===== src/rtl/token_unembed_argmax_pkg.sv =====
// Shared defaults, FSM encoding and the embedding weight pattern for the unembed/argmax block.
// Latency: n/a (declarations only).
// Backpressure: n/a.
package token_unembed_argmax_pkg;

  localparam int VOCAB_SIZE_DEF = 16;
  localparam int N_EMBD_DEF     = 8;
  localparam int DATA_W_DEF     = 8;
  localparam int ACC_W_DEF      = DATA_W_DEF + DATA_W_DEF + 1 + $clog2(N_EMBD_DEF);

  typedef enum logic [1:0] {
    IDLE = 2'd0,
    SCAN = 2'd1,
    DONE = 2'd2
  } state_t;

  // Tied embedding weight W[t][e] = (t*n_embd + e) mod 2^data_w, as an unsigned value.
  // The same pattern serves the token lookup path and the unembedding path.
  function automatic int embed_weight(input int t, input int e, input int n_embd, input int data_w);
    int mask;
    mask = (1 << data_w) - 1;
    return (t * n_embd + e) & mask;
  endfunction

endpackage


===== src/rtl/embed_weight_rom.sv =====
// Combinational weight table: returns one N_EMBD-element row of the tied embedding matrix.
// Latency: 0 cycles (pure combinational lookup).
// Backpressure: none; the caller owns sequencing of the row index.
module embed_weight_rom
  import token_unembed_argmax_pkg::*;
#(
  parameter int VOCAB_SIZE = VOCAB_SIZE_DEF,
  parameter int N_EMBD     = N_EMBD_DEF,
  parameter int DATA_W     = DATA_W_DEF
) (
  input  logic [$clog2(VOCAB_SIZE)-1:0] row_idx,
  output logic [N_EMBD*DATA_W-1:0]      row_dat
);

  // Build the requested row element by element from the shared weight pattern.
  always_comb begin
    row_dat = '0;
    for (int e = 0; e < N_EMBD; e++) begin
      row_dat[e*DATA_W +: DATA_W] = DATA_W'(embed_weight(int'(row_idx), e, N_EMBD, DATA_W));
    end
  end

endmodule


===== src/rtl/token_unembed_argmax.sv =====
// Projects a hidden vector onto every vocabulary row of the tied embedding and returns the argmax token.
// Latency: out_valid rises VOCAB_SIZE edges after the accepting edge (one row per cycle).
// Backpressure: one transaction in flight; in_ready only in IDLE, result held in DONE until out_ready.
module token_unembed_argmax
  import token_unembed_argmax_pkg::*;
#(
  parameter int VOCAB_SIZE = VOCAB_SIZE_DEF,
  parameter int N_EMBD     = N_EMBD_DEF,
  parameter int DATA_W     = DATA_W_DEF
) (
  input  logic                                      clk,
  input  logic                                      rst_n,
  input  logic                                      in_valid,
  output logic                                      in_ready,
  input  logic [N_EMBD*DATA_W-1:0]                  in_vec,
  output logic                                      out_valid,
  input  logic                                      out_ready,
  output logic [$clog2(VOCAB_SIZE)-1:0]             out_token_id,
  output logic [2*DATA_W+$clog2(N_EMBD):0]          out_score
);

  localparam int IDX_W  = $clog2(VOCAB_SIZE);
  localparam int PROD_W = 2 * DATA_W + 1;
  localparam int ACC_W  = DATA_W + DATA_W + 1 + $clog2(N_EMBD);

  state_t                     state;
  state_t                     state_d;
  logic [N_EMBD*DATA_W-1:0]   vec_q;
  logic [IDX_W-1:0]           row_idx;
  logic [N_EMBD*DATA_W-1:0]   w_row;
  logic                       last_row;

  logic signed [DATA_W-1:0]   elem [N_EMBD];
  logic signed [DATA_W:0]     wgt  [N_EMBD];
  logic signed [PROD_W-1:0]   prod [N_EMBD];
  logic signed [ACC_W-1:0]    row_score;

  logic signed [ACC_W-1:0]    best_score;
  logic [IDX_W-1:0]           best_id;
  logic                       take;
  logic signed [ACC_W-1:0]    cand_score;
  logic [IDX_W-1:0]           cand_id;

  embed_weight_rom #(
    .VOCAB_SIZE (VOCAB_SIZE),
    .N_EMBD     (N_EMBD),
    .DATA_W     (DATA_W)
  ) u_rom (
    .row_idx (row_idx),
    .row_dat (w_row)
  );

  assign last_row = (row_idx == IDX_W'(VOCAB_SIZE - 1));

  // Row dot product: all N_EMBD signed x zero-extended-weight products in parallel, summed at full width.
  always_comb begin
    row_score = '0;
    for (int e = 0; e < N_EMBD; e++) begin
      elem[e]   = vec_q[e*DATA_W +: DATA_W];
      wgt[e]    = {1'b0, w_row[e*DATA_W +: DATA_W]};
      prod[e]   = PROD_W'(elem[e]) * PROD_W'(wgt[e]);
      row_score = row_score + ACC_W'(prod[e]);
    end
  end

  // Running argmax: row 0 always loads, later rows only on a strictly greater score (ties keep lowest index).
  always_comb begin
    take       = (row_idx == '0) || (row_score > best_score);
    cand_score = take ? row_score : best_score;
    cand_id    = take ? row_idx   : best_id;
  end

  // FSM state register.
  always_ff @(posedge clk or negedge rst_n) begin
    if (!rst_n) begin
      state <= IDLE;
    end else begin
      state <= state_d;
    end
  end

  // FSM next state and handshake outputs.
  always_comb begin
    state_d   = state;
    in_ready  = 1'b0;
    out_valid = 1'b0;
    case (state)
      IDLE: begin
        in_ready = 1'b1;
        if (in_valid) state_d = SCAN;
      end
      SCAN: begin
        if (last_row) state_d = DONE;
      end
      DONE: begin
        out_valid = 1'b1;
        if (out_ready) state_d = IDLE;
      end
      default: state_d = IDLE;
    endcase
  end

  // Datapath: latch the vector on accept, step rows during SCAN, publish the winner on the last row.
  always_ff @(posedge clk or negedge rst_n) begin
    if (!rst_n) begin
      vec_q        <= '0;
      row_idx      <= '0;
      best_score   <= '0;
      best_id      <= '0;
      out_token_id <= '0;
      out_score    <= '0;
    end else begin
      case (state)
        IDLE: begin
          if (in_valid) begin
            vec_q   <= in_vec;
            row_idx <= '0;
          end
        end
        SCAN: begin
          best_score <= cand_score;
          best_id    <= cand_id;
          if (last_row) begin
            out_token_id <= cand_id;
            out_score    <= cand_score;
          end else begin
            row_idx <= row_idx + IDX_W'(1);
          end
        end
        default: ;
      endcase
    end
  end

endmodule


===== config.mk =====
export PLATFORM = sky130hd
export DESIGN_NAME = token_unembed_argmax
export DESIGN_NICKNAME = d
export VERILOG_FILES = /design/src/rtl/token_unembed_argmax_pkg.sv /design/src/rtl/embed_weight_rom.sv /design/src/rtl/token_unembed_argmax.sv
export SDC_FILE = /design/constraint.sdc
export NUM_CORES = 1
export LEC_CHECK = 0
export ABC_CLOCK_PERIOD_IN_PS = 9900
export BUFFER_PORTS_ARGS = -buffer_cell sky130_fd_sc_hd__buf_2
export CAP_MARGIN = 30
export CORE_MARGIN = 2
export CORE_UTILIZATION = 59
export DETAILED_ROUTE_END_ITERATION = 12
export HOLD_SLACK_MARGIN = 0.08
export PLACE_DENSITY = 0.8
export SYNTH_ARGS = -nofsm -noshare
export SYNTH_HDL_FRONTEND = slang
export SYNTH_SLANG_ARGS = --single-unit
export TNS_END_PERCENT = 100

===== constraint.sdc =====
create_clock -name clk -period 9.9 [get_ports clk]
set_clock_uncertainty 0.1 [all_clocks]
set_input_delay 0.99 -clock clk [delete_from_list [all_inputs] [get_ports clk]]
set_output_delay 0.99 -clock clk [all_outputs]
set_load 0.1 [all_outputs]

==> results of run 1 <==
## kinds of logic after synthesis
kind of cell	Yosys count	share of synthesized area [%]
AO/OA/AOI/OAI	121	4.16
XOR/XNOR	36	1.64
adder cells (fa/ha/maj)	643	52.9
buffers and inverters	620	11.7
AND/OR/NAND/NOR	557	13.1
multiplexers	24	1.69
flip-flops	118	14.7
## flip-flops by register name, indices dropped and copies added (netlist names)
name / flops
out_token_id: 4
out_score: 20
row_idx: 4
state: 2
best_id: 4
vec_q: 64
best_score: 20
## what timing repair did
item	in CTS	in global routing
endpoints found under the hold margin	0	0
cloned	3	0
resized for setup	35	20
pin swaps	45	16
buffers inserted	12	3
endpoints found under the setup margin	48	48
## cell type report
type / count / area share, %
multi-input cells: 1381 / 66.3
flip-flops and latches: 118 / 13.1
inverters: 561 / 9.33
repair buffers: 191 / 6.01
well taps: 448 / 2.48
clock buffers: 17 / 1.89
clock inverters: 15 / 0.843
## final timing paths
path                                 startpoint              end  slack [ps]  cells past startpoint
max in group asynchronous                 rst_n        vec_q[27]        8180                      3
worst max register to register       row_idx[2]   best_score[16]        -580                     45
worst min register to register  out_token_id[3]  out_token_id[3]         380                      2
min in group asynchronous                 rst_n         vec_q[4]         420                      1
worst max-delay path                 row_idx[2]   best_score[16]        -580                     45
worst min-delay path            out_token_id[3]  out_token_id[3]         380                      2
## tightest hold or removal path: cells and delay by family (launching register included)
family,cells,cell delay [ps]
flops,1,340
simple gates,1,50
compound gates,1,60
## metrics by stage
stage	cell area [µm²]	setup TNS, ps	utilization [%]	setup slack [ps]	instances
6_report	22600	-23730	67.5	-580	2731
4_1_cts	22500	-21010	67.3	-538	2730
3_3_place_gp	21500	-14380	64.4	-388	2680
2_1_floorplan	20100	-6490	-	-255	2119
5_1_grt	22600	-40980	67.5	-936	2731
3_5_place_dp	21600	-26010	64.6	-654	2683
## routing by layer
metal / share of wire [%] / GRT usage, % / wire, µm / vias up
met5: 0 / 0 / 0 / -
met3: 6.0 / 4.97 / 2980 / 95
met4: 2.7 / 9.02 / 1340 / 0
met1: 41 / 39.8 / 20400 / 7476
met2: 50 / 51.2 / 24900 / 430
li1: - / - / - / 6668
## cell usage in the layout, fill, tap and decap left out, types with 5 or more instances in the layout
master / Yosys / layout
nor2b_1: 8 / 8
and2_1: 151 / 148
a21o_1: 7 / 7
o21ai_0: 29 / 26
nor2_1: 45 / 42
fa_1: 339 / 337
inv_6: 0 / 6
ha_4: 0 / 6
nand2_1: 278 / 277
buf_6: 2 / 10
mux2_4: 19 / 19
clkbuf_16: 0 / 17
xnor2_1: 26 / 24
nor3_1: 9 / 7
nand3_1: 28 / 26
inv_2: 1 / 9
buf_4: 0 / 80
dfrtp_1: 118 / 114
a21oi_2: 1 / 5
xor2_1: 9 / 9
ha_1: 304 / 296
o21bai_1: 6 / 5
buf_2: 2 / 92
inv_1: 560 / 552
o211ai_1: 22 / 22
o21a_1: 6 / 6
buf_12: 0 / 7
nand4_1: 27 / 27
a21oi_1: 23 / 18
## cells in the mapped netlist (all sizes together) (3+ instances only)
cell type / count / share of area [%]
inv: 561 / 11
fa: 339 / 34
ha: 304 / 19
nand2: 278 / 5.2
and2: 152 / 4.7
dfrtp: 118 / 15
clkbuf: 48 / 0.90
nor2: 45 / 0.84
o21ai: 31 / 0.77
nand3: 28 / 0.70
nand4: 27 / 0.84
xnor2: 26 / 1.1
a21oi: 24 / 0.62
o211ai: 23 / 0.89
mux2: 22 / 1.6
buf: 11 / 0.29
nor3: 9 / 0.22
xor2: 9 / 0.39
nor2b: 8 / 0.25
a21o: 7 / 0.26
o21a: 6 / 0.22
o21bai: 6 / 0.22
a31o: 4 / 0.17
a31oi: 3 / 0.094
nand2b: 3 / 0.094
==> qor.csv, run 1 <==
stage;metric;value;unit
outcome;run status;finished with violations;
outcome;failing checks;setup timing;
die;Total Die Area;35400;µm²
yosys;Avg Synthesized Cell Area;9.45;µm²
clock_tree;CTS tree;yes;
clock_tree;clock latency on the worst-skew pair;450;ps
sta;slew at the pin closest to its max-slew limit;996;ps
place;port bufs;93;
yosys;Async S/R FF share, synth;100;%
yosys;Post-Syn Instances;2119;
global_routing;vias in the first global route;16200;
die;Die H;188;µm
die;initial core utilization;59.9;%
clock_tree;Clock transition at path regs;60;ps
sta;fin. max-slew vios;0;
yosys;Yosys cell types;54;
sta;final setup margin;-580;ps
clock_tree;TritonCTS buffer count;17;
final_layout;fillcell total;2527;
global_routing;GR Overflow Total;0;
final_layout;register area;2960;µm²
die;Core Footprint;33400;µm²
clock_tree;CTS H-tree depth;4;
drt;drt drc;0;
clock_tree;Clock Root Buffer;clkbuf_16;
drt;Via density;5.37;
sta;Setup violations, final;48;
worst_hold_path;worst hold path class;flop to flop;
die;Ports;94;
sta;Fin. Hold Viols;0;
yosys;yosys warns;0;
setup_path;Slowest-stage cell, CP;fa_1;
global_routing;first-pass GRT wire length;83000;µm
sta;FMAX;95.4;MHz
die;width of the chip;188;µm
yosys;Post-synth EDFFs;0;
die;Core Rows;67;
yosys;syn_nets;2830;
drt;Routed WL;49600;µm
clock_tree;clk buf depth;2;
drt;post-DR wirelength/cell;18.2;µm
yosys;Synth Cell Area;20000;µm²
place;GPL Wtd Cong;0.903;
setup_path;critical path required time;10140;ps
drt;initial drt markers;914;
setup_path;Critical Path Start Type;flop;
yosys;#FFs+latches synth;118;
place;HPWL after DPL;39200;µm
sta;minimum clock period after layout;10480;ps
yosys;post-synthesis sequential area ratio;14.7;%
setup_path;CP arrival;10720;ps
setup_path;crit-path max cell delay;530;ps
sta;final worst path period share;106;%
global_routing;largest net degree at the start of global routing;84;
sta;Hold Slack;380;ps
sta;RSZ-0062 raised after global routing;yes;
setup_path;crit-path leading delay family;adder cells;
clock_tree;Hold Buf Count CTS;0;
final_layout;multi-input logic area;15000;µm²
global_routing;Global Route Usage Sum;30.1;%
setup_path;nature of the critical path endpoint;flop;
flow_run;Max-Cap Viols;0;
drt;vias post-DR;14700;
sta;Slew Limit Headroom;33.4;%
setup_path;crit path max fanout;10;
yosys;Most used DFF post-synth;dfrtp_1;
final_layout;Area Growth Syn to Fin;12.7;%
drt;drt pass-1 iters;6;
final_layout;# diodes;0;
setup_path;critical path class;flop to flop;
final_layout;Nets;2981;
drt;Post-DRT Antenna Nets;0;
setup_path;Buf/Inv on CP;13;
setup_path;CP most frequent cell;fa_1;
global_routing;initial antenna violation count;0;
final_layout;share of layout cells above drive strength 1;13.5;%
clock_tree;clock sink count;118;
Power of run 1 is not shown: default switching activity piles up to over one toggle a cycle in this logic, so the estimate is an artifact.
==> inputs of run 2 (changes only) <==
--- a/config.mk
+++ b/config.mk
@@ -5,14 +5,13 @@
 export SDC_FILE = /design/constraint.sdc
 export NUM_CORES = 1
 export LEC_CHECK = 0
-export ABC_CLOCK_PERIOD_IN_PS = 9900
-export BUFFER_PORTS_ARGS = -buffer_cell sky130_fd_sc_hd__buf_2
 export CAP_MARGIN = 30
 export CORE_MARGIN = 2
-export CORE_UTILIZATION = 59
+export CORE_UTILIZATION = 60
 export DETAILED_ROUTE_END_ITERATION = 12
+export DONT_BUFFER_PORTS = 1
 export HOLD_SLACK_MARGIN = 0.08
-export PLACE_DENSITY = 0.8
+export PLACE_DENSITY = 0.79
 export SYNTH_ARGS = -nofsm -noshare
 export SYNTH_HDL_FRONTEND = slang
 export SYNTH_SLANG_ARGS = --single-unit
==> run 2 against run 1 <==
- the run still ends with setup timing left
- non-clock buffer count down 94
- global-route usage down 0.19 points
- utilization down 0.36 points
- worst setup slack better by 14 ps
- register-to-register slack about the same
- cell area down 2.8%
==> qor.csv, run 2 (synthesized netlist as in run 1, its figures left out) <==
stage;metric;value;unit;change
outcome;run status;finished with violations;;
outcome;failing checks;setup timing;;
place;GPL Wtd Cong;0.897;;-0.66%
setup_path;Critical Path Start Type;flop;;
place;HPWL after DPL;38700;µm;-1.1%
final_layout;# diodes;0;;unchanged
die;Total Die Area;34800;µm²;-1.6%
drt;Post-DRT Antenna Nets;0;;unchanged
drt;initial drt markers;990;;+8.3%
setup_path;critical path class;flop to flop;;
place;placed cells;2587;;-3.6%
place;port bufs;0;;-100%
final_layout;Nets;2887;;-3.2%
global_routing;largest net degree at the start of global routing;119;;+42%
setup_path;CP most frequent cell;fa_1;;
final_layout;biggest regs;vec_q: 64 flops, best_score: 20 flops, out_score: 20 flops;;
sta;FMAX;95.5;MHz;+0.13%
final_layout;share of layout cells above drive strength 1;9.41;%;-4.1 points
drt;Routed WL;48900;µm;-1.3%
drt;vias post-DR;14300;;-2.5%
final_layout;Area Growth Syn to Fin;9.61;%;
die;initial core utilization;61.2;%;+1.4 points
drt;post-DR wirelength/cell;18.6;µm;+2.4%
sta;final worst path period share;106;%;-0.14 points
die;Core Rows;66;;-1.5%
clock_tree;Clock Root Buffer;clkbuf_16;;
setup_path;Worst R2R Path Depth;44;;-2.2%
worst_hold_path;worst hold path class;primary input to async pin;;
flow_run;Max-Cap Viols;0;;unchanged
clock_tree;Clock transition at path regs;60;ps;about the same
clock_tree;clk buf depth;2;;unchanged
place;pre-CTS setup slack;-639;ps;+14.8 ps
die;Core Footprint;32700;µm²;-2.2%
sta;RSZ-0062 raised after global routing;yes;;
clock_tree;CTS H-tree depth;4;;unchanged
global_routing;GR Overflow Total;0;;unchanged
final_layout;number of flip-flops in the largest register;64;;unchanged
setup_path;critical path required time;10140;ps;about the same
clock_tree;Hold Buf Count CTS;0;;unchanged
setup_path;Slowest-stage cell, CP;fa_1;;
setup_path;nature of the critical path endpoint;flop;;
clock_tree;clock sink count;118;;unchanged
sta;Fin. Hold Viols;0;;unchanged
global_routing;vias in the first global route;15900;;-2.0%
die;Die H;187;µm;-0.82%
drt;drt pass-1 iters;5;;-1
setup_path;crit path max fanout;6;;-4
final_layout;most common cell after layout, fill and taps aside;inv_1;;
clock_tree;TritonCTS buffer count;17;;unchanged
sta;Setup violations, final;48;;unchanged
global_routing;initial antenna violation count;1;;+1
setup_path;CP Launch Point;row_idx[2];;
die;width of the chip;187;µm;-0.82%
final_layout;commonest non-fill, non-tap cells in the layout;inv_1 (554), fa_1 (338), ha_1 (298), nand2_1 (277), and2_1 (148);;
die;Ports;94;;unchanged
sta;fin. max-slew vios;0;;unchanged
global_routing;Global Route Usage Sum;29.9;%;-0.19 points
setup_path;Worst Setup EP;best_score[8];;
final_layout;Largest Register;vec_q;;
setup_path;crit-path max cell delay;500;ps;-30 ps
sta;Slew Limit Headroom;37.2;%;+3.8 points
setup_path;CP arrival;10700;ps;-20 ps
final_layout;Post-Layout Cell Count;2631;;-3.7%
global_routing;first-pass GRT wire length;81700;µm;-1.5%
setup_path;worst r2r src;row_idx[2];;
clock_tree;CTS tree;yes;;
drt;drt drc;0;;unchanged
setup_path;r2r endpoint;best_score[8];;
sta;minimum clock period after layout;10470;ps;-13.8 ps
clock_tree;clock latency on the worst-skew pair;470;ps;+20 ps
drt;Via density;5.44;;+1.2%
setup_path;R2R Setup Slk;-570;ps;about the same
sta;final setup margin;-566;ps;+13.8 ps
sta;slew at the pin closest to its max-slew limit;942;ps;-54.8 ps
run 2: changes by cell type in the layout (fill, tap and decap cells not counted), sizes merged:
cell	delta
buf	-96
clkinv	+1
bufinv	-3
clkbuf	+2
clkinvlp	+2
run 2: per-stage QoR:
| stage | TNS, ps | hold WS (ps) | instance area [µm²] | util (%) |
|---|---|---|---|---|
| floorplan | -6490 | 379 | 20100 | - |
| CTS | -16990 | 108 | 21800 | 66.6 |
| global route | -39470 | 113 | 21900 | 67.1 |
| global placement | -13320 | 398 | 21100 | 64.4 |
| detailed placement | -26200 | 397 | 21100 | 64.5 |
| finish | -20940 | 130 | 21900 | 67.1 |
run 2: worst min path at each step:
| stage | from | to | slack (ps) | cells after the start |
|---|---|---|---|---|
| 6_report | rst_n | vec_q[5] | 130 | 0 |
| 4_1_cts | rst_n | vec_q[52] | 110 | 0 |
| 2_1_floorplan | vec_q[0] | vec_q[0] | 380 | 2 |
| 3_5_place_dp | best_id[2] | best_id[2] | 400 | 1 |
| 5_1_grt | rst_n | out_score[13] | 110 | 0 |
| 3_3_place_gp | best_score[19] | best_score[19] | 400 | 1 |
run 2: layer usage:
layer / vias up / part of all wire (%) / track usage [%]
li1: 6483 / - / -
met1: 7271 / 42 / 39.1
met2: 439 / 49 / 50.5
met3: 112 / 5.4 / 4.74
met4: 0 / 3.6 / 11.2
met5: - / 0 / 0
run 2: cell type report:
cell class / instances / area (µm²)
multi-input cells: 1381 / 14900
clock buffers: 17 / 425
fillers: 2492 / 10800
inverters: 561 / 2110
flip-flops and latches: 118 / 2960
clock inverters: 15 / 120
repair buffers: 97 / 872
well taps: 442 / 553
run 2: worst max-delay path: cells and delay by family, from the launching register on:
family          cells  cell delay (ps)
buf+inv            12              850
fa+ha+maj          16             6270
xor+xnor            1               80
simple gates        4              590
mux                 1              300
compound gates     10             1740
flops               1              420
run 2: timing repair:
item / in CTS / in global routing
resized for setup: 16 / 19
setup endpoints to repair: 48 / 48
buffers inserted: 5 / 4
pin swaps: 16 / 17
gates cloned: 1 / 2
Power of run 2 is left out for the same reason.
==> inputs of run 3 (changes only) <==
--- a/config.mk
+++ b/config.mk
@@ -6,8 +6,10 @@
 export NUM_CORES = 1
 export LEC_CHECK = 0
 export CAP_MARGIN = 30
+export CELL_PAD_IN_SITES_DETAIL_PLACEMENT = 0
+export CELL_PAD_IN_SITES_GLOBAL_PLACEMENT = 2
 export CORE_MARGIN = 2
-export CORE_UTILIZATION = 60
+export CORE_UTILIZATION = 39
 export DETAILED_ROUTE_END_ITERATION = 12
 export DONT_BUFFER_PORTS = 1
 export HOLD_SLACK_MARGIN = 0.08
==> constraint.sdc (replaced) <==
create_clock -name clk -period 9.9 [get_ports clk]
set_clock_uncertainty 0.1 [all_clocks]
set_input_delay 1.485 -clock clk [delete_from_list [all_inputs] [get_ports clk]]
set_output_delay 1.485 -clock clk [all_outputs]
set_load 0.1 [all_outputs]
==> run 3 against run 2 <==
- the flow still finishes with violations (setup timing)
- final cell count up 9.4%
- flip-flop and latch count unchanged
- cell area up 2.1%
- sequential share of layout area down 0.28 points
- routed wire length up 7.3%
- critical path depth down 1
- critical path type unchanged
- global-route usage down 8.6 points
- worst hold slack better by 290 ps
- critical endpoint unchanged
- non-clock buffer count up 10
- via count down 3.7%
- first-iteration DRC count down 23%
- utilization down 23 points
==> qor.csv, run 3 (synthesized netlist as in run 1, its figures left out) <==
stage;metric;value;unit;change
sta;fin. max-slew vios;0;;unchanged
setup_path;CP most frequent cell;fa_1;;
sta;setup TNS;-18770;ps;+2170 ps
place;Placed Area;21500;µm²;+1.9%
final_layout;cell area after layout;22400;µm²;+2.1%
drt;Routed WL;52500;µm;+7.3%
setup_path;nature of the critical path endpoint;flop;;
worst_hold_path;hold path cells;1;;
final_layout;commonest non-fill, non-tap cells in the layout;inv_1 (554), fa_1 (338), ha_1 (297), nand2_1 (277), and2_1 (148);;
worst_hold_path;worst hold start;best_id[1];;
die;Ports;94;;unchanged
place;pre-CTS setup slack;-572;ps;+66.7 ps
sta;FMAX;96.4;MHz;+0.94%
clock_tree;clock sink count;118;;unchanged
setup_path;crit-path max cell delay;510;ps;about the same
setup_path;Slowest-stage cell, CP;fa_1;;
sta;slew at the pin closest to its max-slew limit;976;ps;+34.8 ps
outcome;run status;finished with violations;;
clock_tree;clock latency on the worst-skew pair;480;ps;about the same
final_layout;Area Growth Syn to Fin;11.9;%;
die;Die H;231;µm;+24%
drt;drt drc;0;;unchanged
die;Core Footprint;51000;µm²;+56%
global_routing;Global Route Usage Sum;21.3;%;-8.6 points
setup_path;worst r2r src;row_idx[3];;
sta;Hold Slack;415;ps;+285 ps
final_layout;share of layout cells above drive strength 1;9.91;%;+0.50 points
sta;Slew Limit Headroom;34.9;%;-2.3 points
sta;Fin. Hold Viols;0;;unchanged
setup_path;critical path required time;10160;ps;+20 ps
place;HPWL after DPL;42500;µm;+9.8%
drt;Post-DRT Antenna Nets;0;;unchanged
die;width of the chip;231;µm;+24%
sta;Setup violations, final;48;;unchanged
setup_path;Buf/Inv on CP;12;;unchanged
outcome;failing checks;setup timing;;
drt;initial drt markers;767;;-23%
clock_tree;TritonCTS buffer count;17;;unchanged
sta;minimum clock period after layout;10370;ps;-97.0 ps
place;GPL Wtd Cong;0.845;;-5.7%
setup_path;r2r endpoint;best_score[8];;
final_layout;number of flip-flops in the largest register;64;;unchanged
global_routing;initial antenna violation count;0;;-1
clock_tree;CTS H-tree depth;4;;unchanged
setup_path;crit-path leading delay family;adder cells;;
worst_hold_path;Worst Hold End;best_id[1];;
final_layout;# diodes;0;;unchanged
setup_path;Critical Path Start Type;flop;;
setup_path;critical path class;flop to flop;;
global_routing;largest net degree at the start of global routing;119;;unchanged
drt;Via density;4.79;;-12%
place;port bufs;0;;unchanged
drt;post-DR wirelength/cell;18.2;µm;-1.9%
clock_tree;CTS tree;yes;;
setup_path;crit path max fanout;6;;unchanged
sta;RSZ-0062 raised after global routing;yes;;
flow_run;Max-Cap Viols;0;;unchanged
global_routing;first-pass GRT wire length;86000;µm;+5.2%
die;Core Rows;83;;+26%
global_routing;vias in the first global route;15100;;-4.7%
clock_tree;Clock transition at path regs;60;ps;about the same
final_layout;Nets;2897;;+0.35%
die;Total Die Area;53200;µm²;+53%
drt;drt pass-1 iters;4;;-1
final_layout;biggest regs;vec_q: 64 flops, best_score: 20 flops, out_score: 20 flops;;
die;initial core utilization;39.3;%;-22 points
drt;vias post-DR;13800;;-3.7%
setup_path;CP arrival;10630;ps;-70 ps
setup_path;R2R Setup Slk;-470;ps;+100 ps
sta;final worst path period share;105;%;-0.98 points
clock_tree;Clock Root Buffer;clkbuf_16;;
sta;final setup margin;-469;ps;+97.0 ps
final_layout;Largest Register;vec_q;;
worst_hold_path;worst hold path class;flop to flop;;
setup_path;Worst R2R Path Depth;43;;-2.3%
global_routing;GR Overflow Total;0;;unchanged
final_layout;most common cell after layout, fill and taps aside;inv_1;;
clock_tree;clk buf depth;2;;unchanged
[run 3: worst max-delay path by stage]
stage                      to        from  depth (start not counted)
2_1_floorplan   best_score[0]  row_idx[2]                         45
5_1_grt         best_score[7]  row_idx[3]                         44
6_report        best_score[8]  row_idx[3]                         43
4_1_cts        best_score[17]  row_idx[3]                         44
3_3_place_gp    out_score[19]  row_idx[3]                         43
3_5_place_dp    out_score[19]  row_idx[3]                         42
[run 3: through the flow]
step / util (%) / std cells
finish: 43.9 / 2879
global route: 43.9 / 2879
CTS: 43.7 / 2875
detailed placement: 42.2 / 2835
global placement: 42.1 / 2833
floorplan: - / 2119
[run 3: repair_timing]
action | in CTS | in global routing
gates resized for setup | 24 | 16
setup buffers | 4 | 3
cloned | 4 | 1
pin swaps | 27 | 25
hold buffers | 0 | 0
endpoints found under the setup margin | 48 | 48
[run 3: area by class of cell]
class | count | area [µm²]
multi-input combinational | 1381 | 14900
inverter | 561 | 2110
clock inverter | 13 | 120
clock buffer | 19 | 453
sequential | 118 | 2960
timing repair buffer | 107 | 1010
tap | 680 | 851
fill | 4947 | 28600
[run 3: layer usage]
| metal | vias up | GRT usage, % | routed length, µm |
|---|---|---|---|
| met5 | - | 0 | 0 |
| met3 | 39 | 3.01 | 1520 |
| li1 | 6507 | - | - |
| met2 | 199 | 35.7 | 25600 |
| met1 | 7034 | 29.1 | 24500 |
| met4 | 0 | 5.22 | 848 |
Power of run 3 is left out for the same reason.
